## src/rtl/led_bus_arbiter_if.sv

```systemverilog
// Bus bundle between the two masters (core, sequencer), the arbiter and the LED register block.
// The arbiter connects through the slave modport; the master modport is the environment's view.
interface led_bus_arbiter_if;
    logic        m0_req_i;
    logic        m1_req_i;
    logic        m0_we_i;
    logic        m1_we_i;
    logic [31:0] m0_addr_i;
    logic [31:0] m1_addr_i;
    logic [31:0] m0_wdata_i;
    logic [31:0] m1_wdata_i;
    logic        m0_gnt_o;
    logic        m1_gnt_o;
    logic        m0_rvalid_o;
    logic        m1_rvalid_o;
    logic [31:0] m0_rdata_o;
    logic [31:0] m1_rdata_o;
    logic        m0_err_o;
    logic        m1_err_o;
    logic        req_o;
    logic        we_o;
    logic [31:0] addr_o;
    logic [31:0] wdata_o;
    logic [31:0] rdata_i;

    modport slave (
        input  m0_req_i, m1_req_i, m0_we_i, m1_we_i,
        input  m0_addr_i, m1_addr_i, m0_wdata_i, m1_wdata_i, rdata_i,
        output m0_gnt_o, m1_gnt_o, m0_rvalid_o, m1_rvalid_o,
        output m0_rdata_o, m1_rdata_o, m0_err_o, m1_err_o,
        output req_o, we_o, addr_o, wdata_o
    );

    modport master (
        output m0_req_i, m1_req_i, m0_we_i, m1_we_i,
        output m0_addr_i, m1_addr_i, m0_wdata_i, m1_wdata_i, rdata_i,
        input  m0_gnt_o, m1_gnt_o, m0_rvalid_o, m1_rvalid_o,
        input  m0_rdata_o, m1_rdata_o, m0_err_o, m1_err_o,
        input  req_o, we_o, addr_o, wdata_o
    );
endinterface

```

## src/rtl/led_bus_arbiter.sv

```systemverilog
// Two-master arbiter in front of the LED register block; fixed m0 priority by default,
// round-robin between simultaneous requesters when LED_ARB_ROUND_ROBIN_EN is defined.
//
// state | meaning
// IDLE  | wait for a request; previous access's rvalid pulse appears here
// ISSUE | grant pulse to the winner, slave request (held off on decode error)
// RESP  | slave data (or 0 on decode error) captured into the winner's rdata
module led_bus_arbiter (
    input logic              CLK100,
    input logic              reset,
    led_bus_arbiter_if.slave bus
);
    localparam logic [1:0] ST_IDLE  = 2'd0;
    localparam logic [1:0] ST_ISSUE = 2'd1;
    localparam logic [1:0] ST_RESP  = 2'd2;

    logic [1:0]  state_q, state_d;
    logic        win_q, win_d;
    logic        we_q, we_d;
    logic [31:0] addr_q, addr_d;
    logic [31:0] wdata_q, wdata_d;
    logic        dec_err_q, dec_err_d;
    logic        gnt0_q, gnt0_d, gnt1_q, gnt1_d;
    logic        rvalid0_q, rvalid0_d, rvalid1_q, rvalid1_d;
    logic        err0_q, err0_d, err1_q, err1_d;
    logic [31:0] rdata0_q, rdata0_d, rdata1_q, rdata1_d;

    logic        any_req;
    logic        pick_m1;
    logic        sel_we;
    logic [31:0] sel_addr;
    logic [31:0] sel_wdata;
    logic        issue;

    assign any_req = bus.m0_req_i | bus.m1_req_i;

`ifdef LED_ARB_ROUND_ROBIN_EN
    // ptr_q = 1 means m0 won last, so m1 is favoured on a tie
    logic ptr_q, ptr_d;

    assign pick_m1 = bus.m1_req_i & (~bus.m0_req_i | ptr_q);

    always_comb begin
        ptr_d = ptr_q;
        if (state_q == ST_IDLE && any_req) ptr_d = ~pick_m1;
    end

    always_ff @(posedge CLK100 or posedge reset) begin
        if (reset) ptr_q <= 1'b0;
        else       ptr_q <= ptr_d;
    end
`else
    assign pick_m1 = bus.m1_req_i & ~bus.m0_req_i;
`endif

    assign sel_we    = pick_m1 ? bus.m1_we_i    : bus.m0_we_i;
    assign sel_addr  = pick_m1 ? bus.m1_addr_i  : bus.m0_addr_i;
    assign sel_wdata = pick_m1 ? bus.m1_wdata_i : bus.m0_wdata_i;

    always_comb begin
        state_d   = state_q;
        win_d     = win_q;
        we_d      = we_q;
        addr_d    = addr_q;
        wdata_d   = wdata_q;
        dec_err_d = dec_err_q;
        gnt0_d    = 1'b0;
        gnt1_d    = 1'b0;
        rvalid0_d = 1'b0;
        rvalid1_d = 1'b0;
        err0_d    = 1'b0;
        err1_d    = 1'b0;
        rdata0_d  = rdata0_q;
        rdata1_d  = rdata1_q;
        case (state_q)
            ST_IDLE: begin
                if (any_req) begin
                    state_d   = ST_ISSUE;
                    win_d     = pick_m1;
                    we_d      = sel_we;
                    addr_d    = sel_addr;
                    wdata_d   = sel_wdata;
                    dec_err_d = !((sel_addr[11:0] == 12'h800) || (sel_addr[11:0] == 12'hF00));
                    gnt0_d    = ~pick_m1;
                    gnt1_d    = pick_m1;
                end
            end
            ST_ISSUE: state_d = ST_RESP;
            ST_RESP: begin
                // undecodable accesses keep the same latency but return 0 with err
                state_d = ST_IDLE;
                if (win_q) begin
                    rvalid1_d = 1'b1;
                    err1_d    = dec_err_q;
                    rdata1_d  = dec_err_q ? 32'h0 : bus.rdata_i;
                end else begin
                    rvalid0_d = 1'b1;
                    err0_d    = dec_err_q;
                    rdata0_d  = dec_err_q ? 32'h0 : bus.rdata_i;
                end
            end
            default: state_d = ST_IDLE;
        endcase
    end

    always_ff @(posedge CLK100 or posedge reset) begin
        if (reset) begin
            state_q   <= ST_IDLE;
            win_q     <= 1'b0;
            we_q      <= 1'b0;
            addr_q    <= 32'h0;
            wdata_q   <= 32'h0;
            dec_err_q <= 1'b0;
            gnt0_q    <= 1'b0;
            gnt1_q    <= 1'b0;
            rvalid0_q <= 1'b0;
            rvalid1_q <= 1'b0;
            err0_q    <= 1'b0;
            err1_q    <= 1'b0;
            rdata0_q  <= 32'h0;
            rdata1_q  <= 32'h0;
        end else begin
            state_q   <= state_d;
            win_q     <= win_d;
            we_q      <= we_d;
            addr_q    <= addr_d;
            wdata_q   <= wdata_d;
            dec_err_q <= dec_err_d;
            gnt0_q    <= gnt0_d;
            gnt1_q    <= gnt1_d;
            rvalid0_q <= rvalid0_d;
            rvalid1_q <= rvalid1_d;
            err0_q    <= err0_d;
            err1_q    <= err1_d;
            rdata0_q  <= rdata0_d;
            rdata1_q  <= rdata1_d;
        end
    end

    // slave-side fields are forced to 0 whenever no request is being issued
    assign issue       = (state_q == ST_ISSUE) & ~dec_err_q;
    assign bus.req_o   = issue;
    assign bus.we_o    = issue & we_q;
    assign bus.addr_o  = issue ? addr_q : 32'h0;
    assign bus.wdata_o = issue ? wdata_q : 32'h0;

    assign bus.m0_gnt_o    = gnt0_q;
    assign bus.m1_gnt_o    = gnt1_q;
    assign bus.m0_rvalid_o = rvalid0_q;
    assign bus.m1_rvalid_o = rvalid1_q;
    assign bus.m0_err_o    = err0_q;
    assign bus.m1_err_o    = err1_q;
    assign bus.m0_rdata_o  = rdata0_q;
    assign bus.m1_rdata_o  = rdata1_q;
endmodule

```

## src/flat_wrapper.sv

```systemverilog
// flat-port wrapper written by rule: the top's interface ports become plain ports
module led_bus_arbiter_flat 
  (CLK100, reset, bus_m0_req_i, bus_m1_req_i, bus_m0_we_i, bus_m1_we_i, bus_m0_addr_i, bus_m1_addr_i, bus_m0_wdata_i, bus_m1_wdata_i, bus_rdata_i, bus_m0_gnt_o, bus_m1_gnt_o, bus_m0_rvalid_o, bus_m1_rvalid_o, bus_m0_rdata_o, bus_m1_rdata_o, bus_m0_err_o, bus_m1_err_o, bus_req_o, bus_we_o, bus_addr_o, bus_wdata_o);
  led_bus_arbiter_if bus_i ();
  input logic CLK100;
  input logic reset;
  input wire logic [$bits(bus_i.m0_req_i)-1:0] bus_m0_req_i;
  input wire logic [$bits(bus_i.m1_req_i)-1:0] bus_m1_req_i;
  input wire logic [$bits(bus_i.m0_we_i)-1:0] bus_m0_we_i;
  input wire logic [$bits(bus_i.m1_we_i)-1:0] bus_m1_we_i;
  input wire logic [$bits(bus_i.m0_addr_i)-1:0] bus_m0_addr_i;
  input wire logic [$bits(bus_i.m1_addr_i)-1:0] bus_m1_addr_i;
  input wire logic [$bits(bus_i.m0_wdata_i)-1:0] bus_m0_wdata_i;
  input wire logic [$bits(bus_i.m1_wdata_i)-1:0] bus_m1_wdata_i;
  input wire logic [$bits(bus_i.rdata_i)-1:0] bus_rdata_i;
  output wire logic [$bits(bus_i.m0_gnt_o)-1:0] bus_m0_gnt_o;
  output wire logic [$bits(bus_i.m1_gnt_o)-1:0] bus_m1_gnt_o;
  output wire logic [$bits(bus_i.m0_rvalid_o)-1:0] bus_m0_rvalid_o;
  output wire logic [$bits(bus_i.m1_rvalid_o)-1:0] bus_m1_rvalid_o;
  output wire logic [$bits(bus_i.m0_rdata_o)-1:0] bus_m0_rdata_o;
  output wire logic [$bits(bus_i.m1_rdata_o)-1:0] bus_m1_rdata_o;
  output wire logic [$bits(bus_i.m0_err_o)-1:0] bus_m0_err_o;
  output wire logic [$bits(bus_i.m1_err_o)-1:0] bus_m1_err_o;
  output wire logic [$bits(bus_i.req_o)-1:0] bus_req_o;
  output wire logic [$bits(bus_i.we_o)-1:0] bus_we_o;
  output wire logic [$bits(bus_i.addr_o)-1:0] bus_addr_o;
  output wire logic [$bits(bus_i.wdata_o)-1:0] bus_wdata_o;
  assign bus_i.m0_req_i = bus_m0_req_i;
  assign bus_i.m1_req_i = bus_m1_req_i;
  assign bus_i.m0_we_i = bus_m0_we_i;
  assign bus_i.m1_we_i = bus_m1_we_i;
  assign bus_i.m0_addr_i = bus_m0_addr_i;
  assign bus_i.m1_addr_i = bus_m1_addr_i;
  assign bus_i.m0_wdata_i = bus_m0_wdata_i;
  assign bus_i.m1_wdata_i = bus_m1_wdata_i;
  assign bus_i.rdata_i = bus_rdata_i;
  assign bus_m0_gnt_o = bus_i.m0_gnt_o;
  assign bus_m1_gnt_o = bus_i.m1_gnt_o;
  assign bus_m0_rvalid_o = bus_i.m0_rvalid_o;
  assign bus_m1_rvalid_o = bus_i.m1_rvalid_o;
  assign bus_m0_rdata_o = bus_i.m0_rdata_o;
  assign bus_m1_rdata_o = bus_i.m1_rdata_o;
  assign bus_m0_err_o = bus_i.m0_err_o;
  assign bus_m1_err_o = bus_i.m1_err_o;
  assign bus_req_o = bus_i.req_o;
  assign bus_we_o = bus_i.we_o;
  assign bus_addr_o = bus_i.addr_o;
  assign bus_wdata_o = bus_i.wdata_o;
  led_bus_arbiter u_core (.CLK100(CLK100), .reset(reset), .bus(bus_i));
endmodule
```

## config.mk

```make
export PLATFORM = sky130hd
export DESIGN_NAME = led_bus_arbiter_flat
export DESIGN_NICKNAME = d
export VERILOG_FILES = /design/src/rtl/led_bus_arbiter_if.sv /design/src/rtl/led_bus_arbiter.sv /design/src/flat_wrapper.sv
export SDC_FILE = /design/constraint.sdc
export NUM_CORES = 1
export LEC_CHECK = 0
export CORE_ASPECT_RATIO = 1.5
export CORE_MARGIN = 2
export CORE_UTILIZATION = 41
export DETAILED_ROUTE_END_ITERATION = 8
export GPL_TIMING_DRIVEN = 0
export PLACE_DENSITY = 0.77
export SLEW_MARGIN = 5
export SYNTH_ARGS = -nofsm -noshare
export SYNTH_HDL_FRONTEND = slang
export SYNTH_SLANG_ARGS = --single-unit
```

## constraint.sdc

```tcl
create_clock -name CLK100 -period 4.9 [get_ports CLK100]
set_input_delay 0.49 -clock CLK100 [delete_from_list [all_inputs] [get_ports CLK100]]
set_output_delay 0.49 -clock CLK100 [all_outputs]
set_load 0.02 [all_outputs]
```

* Word-level counts from Yosys, hierarchy flattened
Index checks and enable logic that the tools add are counted. W data, S select, Z words.
Operators by class: reduce and logical (&&, ||, !) cells 6, equal/unequal tests 5, multiplexer cells 20, bitwise gates (word level) 8
Operators by type and width (count):
- $mux W32 | 5
- $eq A12 B12 Y1 const B | 2
- $mux W1 | 13
- $reduce_and A2 Y1 | 3
- $not A1 Y1 | 4
- $pmux W2 S2 | 1
- $and A1 B1 Y1 | 3
- $eq A2 B1 Y1 const B | 1
- $eq A2 B2 Y1 const B | 1
- $logic_not A2 Y1 | 1
- $mux W2 | 1
- $ne A2 B1 Y1 const B | 1
- $logic_not A1 Y1 | 1
- $logic_or A1 B1 Y1 | 1
- $or A1 B1 Y1 | 1
Storage, ports and cells: output and inout port bits 136, word-level logic and storage cells 53, input bits 166, bits in registers 139

* Longest topological paths before layout
Gate-level depths: netlist of run 1.
depth in word-level cells 6, mapped depth 6, mapped depth without buffers 4

* Worst setup path before layout of run 1
Ideal clock, no wire load.
path kind register -> output, from reg u_core.state_q[1], to out bus_addr_o[0], data arrival time 1.322 ns, setup slack 3.088 ns, cell stages (with the launch flop) 5, buffers on the path 2, cells stage by stage dfrtp_1 > nor2b_1 > clkbuf_1 > clkbuf_1 > and3_1
On the way: longest elaborated chain between the ends 3
RTL lines:
- from (decl) | line led_bus_arbiter.sv:17 | logic [1:0] state_q, state_d;
- from (signal assigned) | line led_bus_arbiter.sv:123 | state_q <= state_d;
- $eq A2 B1 Y1 | line led_bus_arbiter.sv:141 | assign issue = (state_q == ST_ISSUE) & ~dec_err_q;
- $and A1 B1 Y1 | line led_bus_arbiter.sv:141
- $mux W32 | line led_bus_arbiter.sv:144 | assign bus.addr_o = issue ? addr_q : 32'h0;
- to (decl) | line flat_wrapper.sv:26 | output wire logic [$bits(bus_i.addr_o)-1:0] bus_addr_o;
Every way passes these cells.

* Worst setup path after layout of run 1
from reg u_core.state_q[0], to out bus_wdata_o[29]
On the way: longest elaborated chain between the ends 3
RTL lines:
- $eq A2 B1 Y1 | line led_bus_arbiter.sv:141
- $and A1 B1 Y1 | line led_bus_arbiter.sv:141
- $mux W32 | line led_bus_arbiter.sv:145 | assign bus.wdata_o = issue ? wdata_q : 32'h0;
- to (decl) | line flat_wrapper.sv:27 | output wire logic [$bits(bus_i.wdata_o)-1:0] bus_wdata_o;
Every way passes these cells.

==> flow_metrics.py, run 1 <==
metrics = {
    "outcome": {
        "status": "finished clean",
    },
    "route": {
        "wl_per_cell_um": 17.24,
        "viasPerCell": 4.982,
        "antenna_left": 0,
        "drcViolationCount": 0,
        "dr.pass1.iters": 4,
        "routed_wl_um": 20330,
        "vias": 5874,
        "drtIter0Drc": 240,
    },
    "global_routing": {
        "grt_usage_pct": 25.57,
        "grt_pass1_wl_um": 32210,
        "grt_max_degree": 73,
        "antenna_found_initial": 0,
        "grt_pass1_vias": 6082,
        "grt-ovfl-total": 0,
    },
    "finish": {
        "diodes": 0,
        "layout.cell_area.non_filler_mm2": 0.01005,
        "num-nets-final": 1133,
        "areaGrowthSynthToFinish_pct": 62.15,
        "final_util_pct": 67.31,
        "drive_above_1_share_pct": 5.204,
    },
    "pwr": {
        "total_power_mw": 4.311,
        "peakVddDrop_uv": 228.9,
        "seqPwrFrac_pct": 40.0,
        "internal-power_mw": 2.765,
        "p_per_area_mw_per_mm2": 428.9,
        "share_comb_of_total_power_pct": 31.8,
        "swShare_pct": 35.86,
        "switching_power_mw": 1.546,
        "power_frac_clock_pct": 28.2,
        "cellLeakagePower_nw": 4.681,
    },
    "clocking": {
        "htreeDepth": 4,
        "cts.reportedPaths.clkPinSlew_ps": 60,
        "clkLatencyLatePin_ps": 420,
        "cts_hold_buf": 0,
        "cts.sinks": 139,
        "cts-buffers-inserted": 17,
        "cts_buffer_depth": 2,
        "cts_resized": 0,
        "cts_root_buffer": "clkbuf_16",
        "cts_tree": "built",
        "postCtsSetupRepairBufs": 0,
    },
    "sta": {
        "max_freq_mhz": 306.7,
        "post-route-min-period_ps": 3261,
        "fin_setup_tns_ps": 0,
        "slew_viol_final": 0,
        "period_share_pct": 66.54,
        "hold_slack_ps": 471.0,
        "max_slew.worst_pin.slew_ps": 675.8,
        "relSlewSlack_pct": 54.95,
        "fin_skew_ps": 12.31,
        "setup_viol": 0,
        "rsz0062_at_grt": "no",
        "hold_viol": 0,
    },
    "critical_path": {
        "crit_top_cell": "clkbuf_1",
        "criticalPathCategory": "reg -> out",
        "startpoint_type": "flip-flop",
        "r2r_slack_ps": 2840,
        "critPathCaptureType": "output pin",
        "reg2reg_from": "u_core.state_q[1]",
        "crit_family": "buffers and inverters",
        "cp_data_required_time_ps": 4410,
        "reg2reg_to": "u_core.addr_q[1]",
        "cp_cell_sequence": "nor2b_1 -> clkbuf_1 -> clkbuf_1 -> and3_1 -> clkdlybuf4s50_1",
        "cp_slowest_stage_delay_ps": 660,
        "cp_num_buf_inv": 3,
        "r2r.worst_path.cells": 5,
        "crit_slowest_cell": "clkdlybuf4s50_1",
        "crit_arrival_ps": 2770,
        "crit_fanout": 10,
    },
    "floorplanning": {
        "coreArea_mm2": 0.01493,
        "die_h_um": 154.6,
        "start_util_pct": 41.51,
        "top_level_ports": 302,
        "fp.dieW_um": 104.4,
        "rows": 55,
        "dieArea_mm2": 0.01614,
    },
    "worst_hold_path": {
        "holdPathStages": 2,
        "hold_path_class": "reg -> reg",
        "timing.hold.worst_endpoint": "u_core.addr_q[28]",
        "hold_start": "u_core.addr_q[28]",
    },
    "synthesis": {
        "ys_seq_area_share_pct": 56.12,
        "avgSynthCellArea_um2": 9.595,
        "async_flop_share_pct": 100.0,
        "yosysWarnings": 0,
        "synth_edf_count": 0,
        "syn_inst": 646,
        "synth-main-ff-cell": "dfrtp_1",
        "syn_nets": 812,
        "synth_area_mm2": 0.006198,
        "ys_types": 27,
        "synth-seq-cells": 139,
    },
    "placement": {
        "portBuffers": 301,
        "place_area_mm2": 0.009493,
        "hpwl_um": 15700,
        "place_congestion": 0.7895,
    },
    "run": {
        "max_cap_viol_count": 0,
    },
}
worst min-delay path, stage by stage (launching register included):
cell and delay [ps]:
dfrtp_1 330, nand2_1 40, o21ai_0 60
routing by layer:
layer  vias up  share of wire [%]  track usage (%)  wire, um
met5         -                  0                0         0
met4         0                3.7            13.06       746
met3        45                6.1            5.984      1248
met2       215                 53            45.41     10820
met1      2773                 37            28.44      7519
li1       2841                  -                -         -
cell usage in the layout (no fill, tap or decap), types with 2 or more instances in the layout:
| cell type | count |
|---|---|
| buf_2 | 15 |
| mux2i_1 | 65 |
| inv_1 | 5 |
| dfrtp_1 | 139 |
| clkbuf_1 | 39 |
| nor2_1 | 5 |
| o21ai_0 | 129 |
| clkbuf_16 | 17 |
| clkinvlp_4 | 4 |
| nand3_1 | 3 |
| and3_1 | 65 |
| inv_8 | 3 |
| nand2_1 | 163 |
| inv_6 | 5 |
| or3_1 | 2 |
| clkdlybuf4s50_1 | 301 |
metrics by stage:
step                      cells  setup WS, ps
final                      1179          1639
after global placement     1146         -1256
after floorplan             646         685.5
after detailed placement   1147          2049
after CTS                  1179          1584
after global routing       1179          1412
worst max-delay path by stage:
stage,startpoint,endpoint,cells after the start
final,u_core.state_q[0],bus_wdata_o[29],5
after CTS,u_core.state_q[0],bus_addr_o[0],5
after global placement,reset,u_core.bus.m0_rvalid_o,2
after floorplan,reset,u_core.addr_q[0],1
after detailed placement,u_core.state_q[0],bus_addr_o[0],5
after global routing,u_core.state_q[0],bus_addr_o[0],5
cells by family (layout without fill, tap and decap cells):
logic type / after synthesis / after routing / synth area share [%]
AND/OR/NAND/NOR: 248 / 248 / 18.41
flip-flops: 139 / 139 / 56.12
AO/OA/AOI/OAI: 134 / 134 / 10.98
multiplexers: 65 / 65 / 10.50
buffers and inverters: 60 / 394 / 3.997
area by class of cell:
cell class	count	area, um^2
repair buffers	302	3040
flip-flops and latches	139	3478
clock inverters	14	128.9
plain buffers	54	225.2
fillers	1282	4882
multi-input cells	447	2472
well taps	199	249.0
inverters	6	27.53
clock buffers	18	429.2
cell usage after synthesis, types with 2 or more instances:
| cell type | number | share of area [%] |
|---|---|---|
| nand2_1 | 163 | 9.9 |
| dfrtp_1 | 139 | 56 |
| o21ai_0 | 129 | 10 |
| and3_1 | 65 | 6.6 |
| mux2i_1 | 65 | 10 |
| clkbuf_1 | 38 | 2.3 |
| buf_2 | 15 | 1.2 |
| inv_1 | 6 | 0.36 |
| nor2_1 | 5 | 0.30 |
| nand3_1 | 3 | 0.24 |
| or3_1 | 2 | 0.20 |
power by group through the flow:
stage               logic (mW)  registers (mW)  clock network (mW)
detailed placement        1.39            1.74                   0
CTS                       1.40            1.72                1.23
finish                    1.37            1.72                1.22
global placement          1.36            1.73                   0
global route              1.54            1.77                1.29
floorplan                0.625            1.84                   0
registers in the layout (all words and copies together), names as in the netlist, 2 cells and up:
signal and flops:
u_core.addr_q 32, u_core.bus.m0_rdata_o 32, u_core.bus.m1_rdata_o 32, u_core.state_q 2, u_core.wdata_q 32
Power figures use the tool's default switching activity.
==> run 2: changes to the inputs <==
--- a/config.mk
+++ b/config.mk
@@ -7,10 +7,10 @@
 export LEC_CHECK = 0
 export CORE_ASPECT_RATIO = 1.5
 export CORE_MARGIN = 2
-export CORE_UTILIZATION = 41
+export CORE_UTILIZATION = 37
 export DETAILED_ROUTE_END_ITERATION = 8
 export GPL_TIMING_DRIVEN = 0
-export PLACE_DENSITY = 0.77
+export PLACE_DENSITY = 0.73
 export SLEW_MARGIN = 5
 export SYNTH_ARGS = -nofsm -noshare
 export SYNTH_HDL_FRONTEND = slang
==> constraint.sdc (replaced) <==
create_clock -name CLK100 -period 2.9 [get_ports CLK100]
set_input_delay 0.29 -clock CLK100 [delete_from_list [all_inputs] [get_ports CLK100]]
set_output_delay 0.29 -clock CLK100 [all_outputs]
set_load 0.02 [all_outputs]
==> flow_metrics.py, run 2 (synthesis gave the netlist of run 1 again) <==
metrics = {
    "clocking": {
        "cts-buffers-inserted": 17,
        "cts.reportedPaths.clkPinSlew_ps": 60,
        "cts_hold_buf": 0,
        "cts_buffer_depth": 2,
        "cts_root_buffer": "clkbuf_16",
        "cts_tree": "built",
        "cts.sinks": 139,
        "htreeDepth": 4,
        "clkLatencyLatePin_ps": 410,
    },
    "route": {
        "vias": 5839,
        "routed_wl_um": 20540,
        "drcViolationCount": 0,
        "dr.pass1.iters": 4,
        "drtIter0Drc": 244,
        "viasPerCell": 4.907,
        "wl_per_cell_um": 17.26,
        "antenna_left": 0,
    },
    "sta": {
        "slew_viol_final": 0,
        "max_slew.worst_pin.slew_ps": 822.5,
        "relSlewSlack_pct": 44.80,
        "fin_skew_ps": 8.007,
        "max_freq_mhz": 362.2,
        "post-route-min-period_ps": 2761,
        "fin_setup_tns_ps": 0,
        "period_share_pct": 95.21,
        "setup_viol": 0,
        "rsz0062_at_grt": "no",
        "hold_viol": 0,
    },
    "floorplanning": {
        "top_level_ports": 302,
        "die_h_um": 162.5,
        "rows": 58,
        "dieArea_mm2": 0.01783,
        "fp.dieW_um": 109.7,
        "coreArea_mm2": 0.01662,
        "start_util_pct": 37.30,
    },
    "placement": {
        "place_area_mm2": 0.009538,
        "hpwl_um": 16210,
        "place_congestion": 0.8009,
        "dp.cells": 1160,
        "portBuffers": 301,
    },
    "finish": {
        "stdcell_count": 1190,
        "multiInputGateArea_mm2": 0.002475,
        "num-nets-final": 1134,
        "diodes": 0,
        "layout.cell_area.non_filler_mm2": 0.01012,
        "areaGrowthSynthToFinish_pct": 63.22,
        "layout_common_cells": "clkdlybuf4s50_1 (301), nand2_1 (163), dfrtp_1 (139)",
        "seqCellArea_mm2": 0.003478,
        "fillers": 1455,
        "final_util_pct": 60.88,
        "drive_above_1_share_pct": 6.020,
        "final_common_cell": "clkdlybuf4s50_1",
    },
    "global_routing": {
        "grt_pass1_vias": 5993,
        "grt_max_degree": 41,
        "grt_pass1_wl_um": 31840,
        "grt_usage_pct": 23.77,
        "grt-ovfl-total": 0,
        "antenna_found_initial": 0,
    },
    "pwr": {
        "total_power_mw": 7.353,
        "p_per_area_mw_per_mm2": 726.8,
        "cellLeakagePower_nw": 4.729,
        "peakVddDrop_uv": 355.8,
    },
    "critical_path": {
        "cp_num_buf_inv": 3,
        "crit_arrival_ps": 2470,
        "crit_slowest_cell": "clkdlybuf4s50_1",
        "crit_fanout": 11,
        "cp_slowest_stage_delay_ps": 630,
        "startpoint_type": "flip-flop",
        "r2r_slack_ps": 780,
        "critPathCaptureType": "output pin",
        "criticalPathCategory": "reg -> out",
        "cp_cell_sequence": "inv_1 -> clkbuf_1 -> and3_1 -> clkdlybuf4s50_1",
        "crit_family": "buffers and inverters",
        "cp_data_required_time_ps": 2610,
    },
    "run": {
        "max_cap_viol_count": 0,
    },
    "worst_hold_path": {
        "hold_path_class": "in -> async",
    },
    "outcome": {
        "status": "finished clean",
    },
}
run 2: changes by cell type in the layout (fill, tap and decap cells not counted), sizes merged:
cell      change
clkinvlp      -2
buf           +2
inv           -6
bufinv        +2
clkbuf        -1
clkinv        +5
run 2: worst register-to-register path, cell delays in order (launching register included):
cell	delay (ps)
dfrtp_1	430
nor2_1	70
o21ai_1	440
clkbuf_1	460
clkbuf_1	430
o21ai_0	160
run 2: final cells by class:
| class | instances | area share [%] |
|---|---|---|
| flip-flops and latches | 139 | 34.38 |
| repair buffers | 304 | 30.37 |
| multi-input cells | 447 | 24.46 |
| clock buffers | 18 | 4.242 |
| well taps | 210 | 2.597 |
| plain buffers | 53 | 2.263 |
| clock inverters | 13 | 1.422 |
| inverters | 6 | 0.2597 |
run 2: final timing paths:
check | endpoint | cells after the start | from
min in group CLK100 | u_core.bus.m1_rdata_o[4] | 3 | bus_rdata_i[4]
min | u_core.bus.m0_rvalid_o | 2 | reset
min reg2reg | u_core.addr_q[27] | 2 | u_core.addr_q[27]
max in group asynchronous | u_core.wdata_q[27] | 4 | reset
max reg2reg | u_core.addr_q[2] | 5 | u_core.state_q[1]
max | bus_addr_o[10] | 4 | u_core.dec_err_q
run 2: layer usage:
metal	GRT usage, %	share of wire [%]
met5	0	0
met4	9.379	3.2
met3	6.523	5.9
met2	42.73	54
met1	25.97	37
run 2: stage by stage:
step / worst slack, ps / hold WS (ps)
3_3_place_gp: -398.1 / 452.2
6_report: 138.9 / 282.6
5_1_grt: 34.81 / 321.0
2_1_floorplan: 874.9 / 407.9
4_1_cts: 30.35 / 283.2
3_5_place_dp: 140.5 / 461.6
run 2: power by group:
part           switching, mW  internal (mW)  total [mW]
combinational           1.38          0.958        2.34
clock                  0.838           1.27        2.11
sequential             0.304           2.60        2.91
total                   2.53           4.83        7.35
run 2: timing repair:
item	CTS	global route
buffers inserted	0	0
gates resized for setup	4	6
gates cloned	0	0
setup endpoints to repair	37	24
==> run 3: changes to the inputs <==
--- a/config.mk
+++ b/config.mk
@@ -15,3 +15,4 @@
 export SYNTH_ARGS = -nofsm -noshare
 export SYNTH_HDL_FRONTEND = slang
 export SYNTH_SLANG_ARGS = --single-unit
+export TNS_END_PERCENT = 20
==> constraint.sdc (replaced) <==
create_clock -name CLK100 -period 2.9 [get_ports CLK100]
set_input_delay 0.58 -clock CLK100 [delete_from_list [all_inputs] [get_ports CLK100]]
set_output_delay 0.58 -clock CLK100 [all_outputs]
set_load 0.02 [all_outputs]
==> flow_metrics.py, run 3 (synthesis gave the netlist of run 1 again) <==
metrics = {
    "outcome": {
        "status": "finished clean",
    },
    "sta": {
        "hold_viol": 0,
        "max_freq_mhz": 359.5,
        "fin_ws_ps": 118.6,
        "relSlewSlack_pct": 44.53,
        "max_slew.worst_pin.slew_ps": 826.5,
        "slew_viol_final": 0,
        "fin_skew_ps": 7.714,
        "post-route-min-period_ps": 2781,
        "setup_viol": 0,
        "hold_slack_ps": 469.0,
        "period_share_pct": 95.91,
        "fin_setup_tns_ps": 0,
        "rsz0062_at_grt": "no",
    },
    "critical_path": {
        "crit_slowest_cell": "clkdlybuf4s50_1",
        "critPathCaptureType": "output pin",
        "criticalPathCategory": "reg -> out",
        "crit_fanout": 10,
        "cp_cell_sequence": "nor2b_4 -> clkbuf_1 -> and3_1 -> clkdlybuf4s50_1",
        "startpoint_type": "flip-flop",
        "cp_slowest_stage_delay_ps": 640,
        "cp_data_required_time_ps": 2320,
        "crit_arrival_ps": 2200,
    },
    "route": {
        "vias": 5834,
        "wl_per_cell_um": 17.23,
        "drtIter0Drc": 267,
        "antenna_left": 0,
        "viasPerCell": 4.898,
        "dr.pass1.iters": 4,
        "routed_wl_um": 20520,
        "drcViolationCount": 0,
    },
    "run": {
        "max_cap_viol_count": 0,
    },
    "finish": {
        "final_util_pct": 60.90,
        "layout.cell_area.non_filler_mm2": 0.01012,
        "drive_above_1_share_pct": 6.626,
        "layout_common_cells": "clkdlybuf4s50_1 (271), nand2_1 (163), dfrtp_1 (139)",
        "areaGrowthSynthToFinish_pct": 63.28,
        "final_common_cell": "clkdlybuf4s50_1",
        "diodes": 0,
        "num-nets-final": 1135,
        "stdcell_count": 1191,
    },
    "placement": {
        "place_congestion": 0.8009,
        "dp_slack_ps": -149.5,
        "place_area_mm2": 0.009538,
        "portBuffers": 301,
        "dp.cells": 1160,
        "hpwl_um": 16210,
    },
    "floorplanning": {
        "die_h_um": 162.5,
        "dieArea_mm2": 0.01783,
        "rows": 58,
        "top_level_ports": 302,
        "start_util_pct": 37.30,
        "fp.dieW_um": 109.7,
        "coreArea_mm2": 0.01662,
    },
    "global_routing": {
        "antenna_found_initial": 0,
        "grt_usage_pct": 23.81,
        "grt_max_degree": 41,
        "grt-ovfl-total": 0,
        "grt_pass1_vias": 6011,
        "grt_pass1_wl_um": 31910,
    },
    "clocking": {
        "cts.sinks": 139,
        "postCtsSetupRepairBufs": 0,
        "cts_root_buffer": "clkbuf_16",
        "clkLatencyLatePin_ps": 410,
        "cts_hold_buf": 0,
        "cts_buffer_depth": 2,
        "cts.reportedPaths.clkPinSlew_ps": 60,
        "cts_resized": 41,
        "cts-buffers-inserted": 17,
        "htreeDepth": 4,
        "cts_tree": "built",
    },
    "pwr": {
        "total_power_mw": 7.370,
        "p_per_area_mw_per_mm2": 728.2,
        "cellLeakagePower_nw": 4.957,
        "peakVddDrop_uv": 355.2,
    },
    "worst_hold_path": {
        "hold_path_class": "reg -> reg",
    },
}
[run 3: changes by cell type in the layout (fill, tap and decap cells not counted)]
| cell | change |
|---|---|
| nor2b_2 | -1 |
| nor2b_4 | +1 |
| buf_2 | +1 |
| dlymetal6s2s_1 | +4 |
| dlygate4sd2_1 | +26 |
| clkbuf_1 | -5 |
| clkdlybuf4s50_1 | -30 |
| clkbuf_2 | +1 |
| clkbuf_4 | +4 |
[run 3: path summary, 6_finish.rpt]
path                            slack [ps]                     end               from  depth (start not counted)
worst max register to register         740        u_core.addr_q[2]  u_core.state_q[1]                          5
max in group asynchronous             1460      u_core.wdata_q[28]              reset                          4
worst max-delay path                   120         bus_wdata_o[21]  u_core.state_q[1]                          4
worst min register to register         470       u_core.addr_q[27]  u_core.addr_q[27]                          2
min in group asynchronous              580  u_core.bus.m0_rvalid_o              reset                          2
worst min-delay path                   470       u_core.addr_q[27]  u_core.addr_q[27]                          2
[run 3: critical path, delay by kind of cell, from the launching register on]
family	cells	cell delay [ps]
buffers and inverters	2	960
DFF	1	450
and+or+nand+nor	2	390
[run 3: cell type report]
cell class,instances,area (um^2)
fillers,1464,6497
flip-flops and latches,139,3478
repair buffers,304,3050
multi-input cells,447,2480
clock buffers,18,429.2
well taps,210,262.8
plain buffers,54,250.2
clock inverters,13,143.9
inverters,6,26.28
[run 3: layer usage]
metal	global-route usage [%]	routed length [um]
met1	26.02	7603
met2	42.73	11060
met3	6.483	1169
met4	9.609	689
met5	0	0
[run 3: power by group]
group          internal (mW)  switching [mW]  total, mW
logic                  0.972            1.39       2.36
clock network           1.27           0.837       2.10
registers               2.60           0.307       2.91
total                   4.84            2.53       7.37
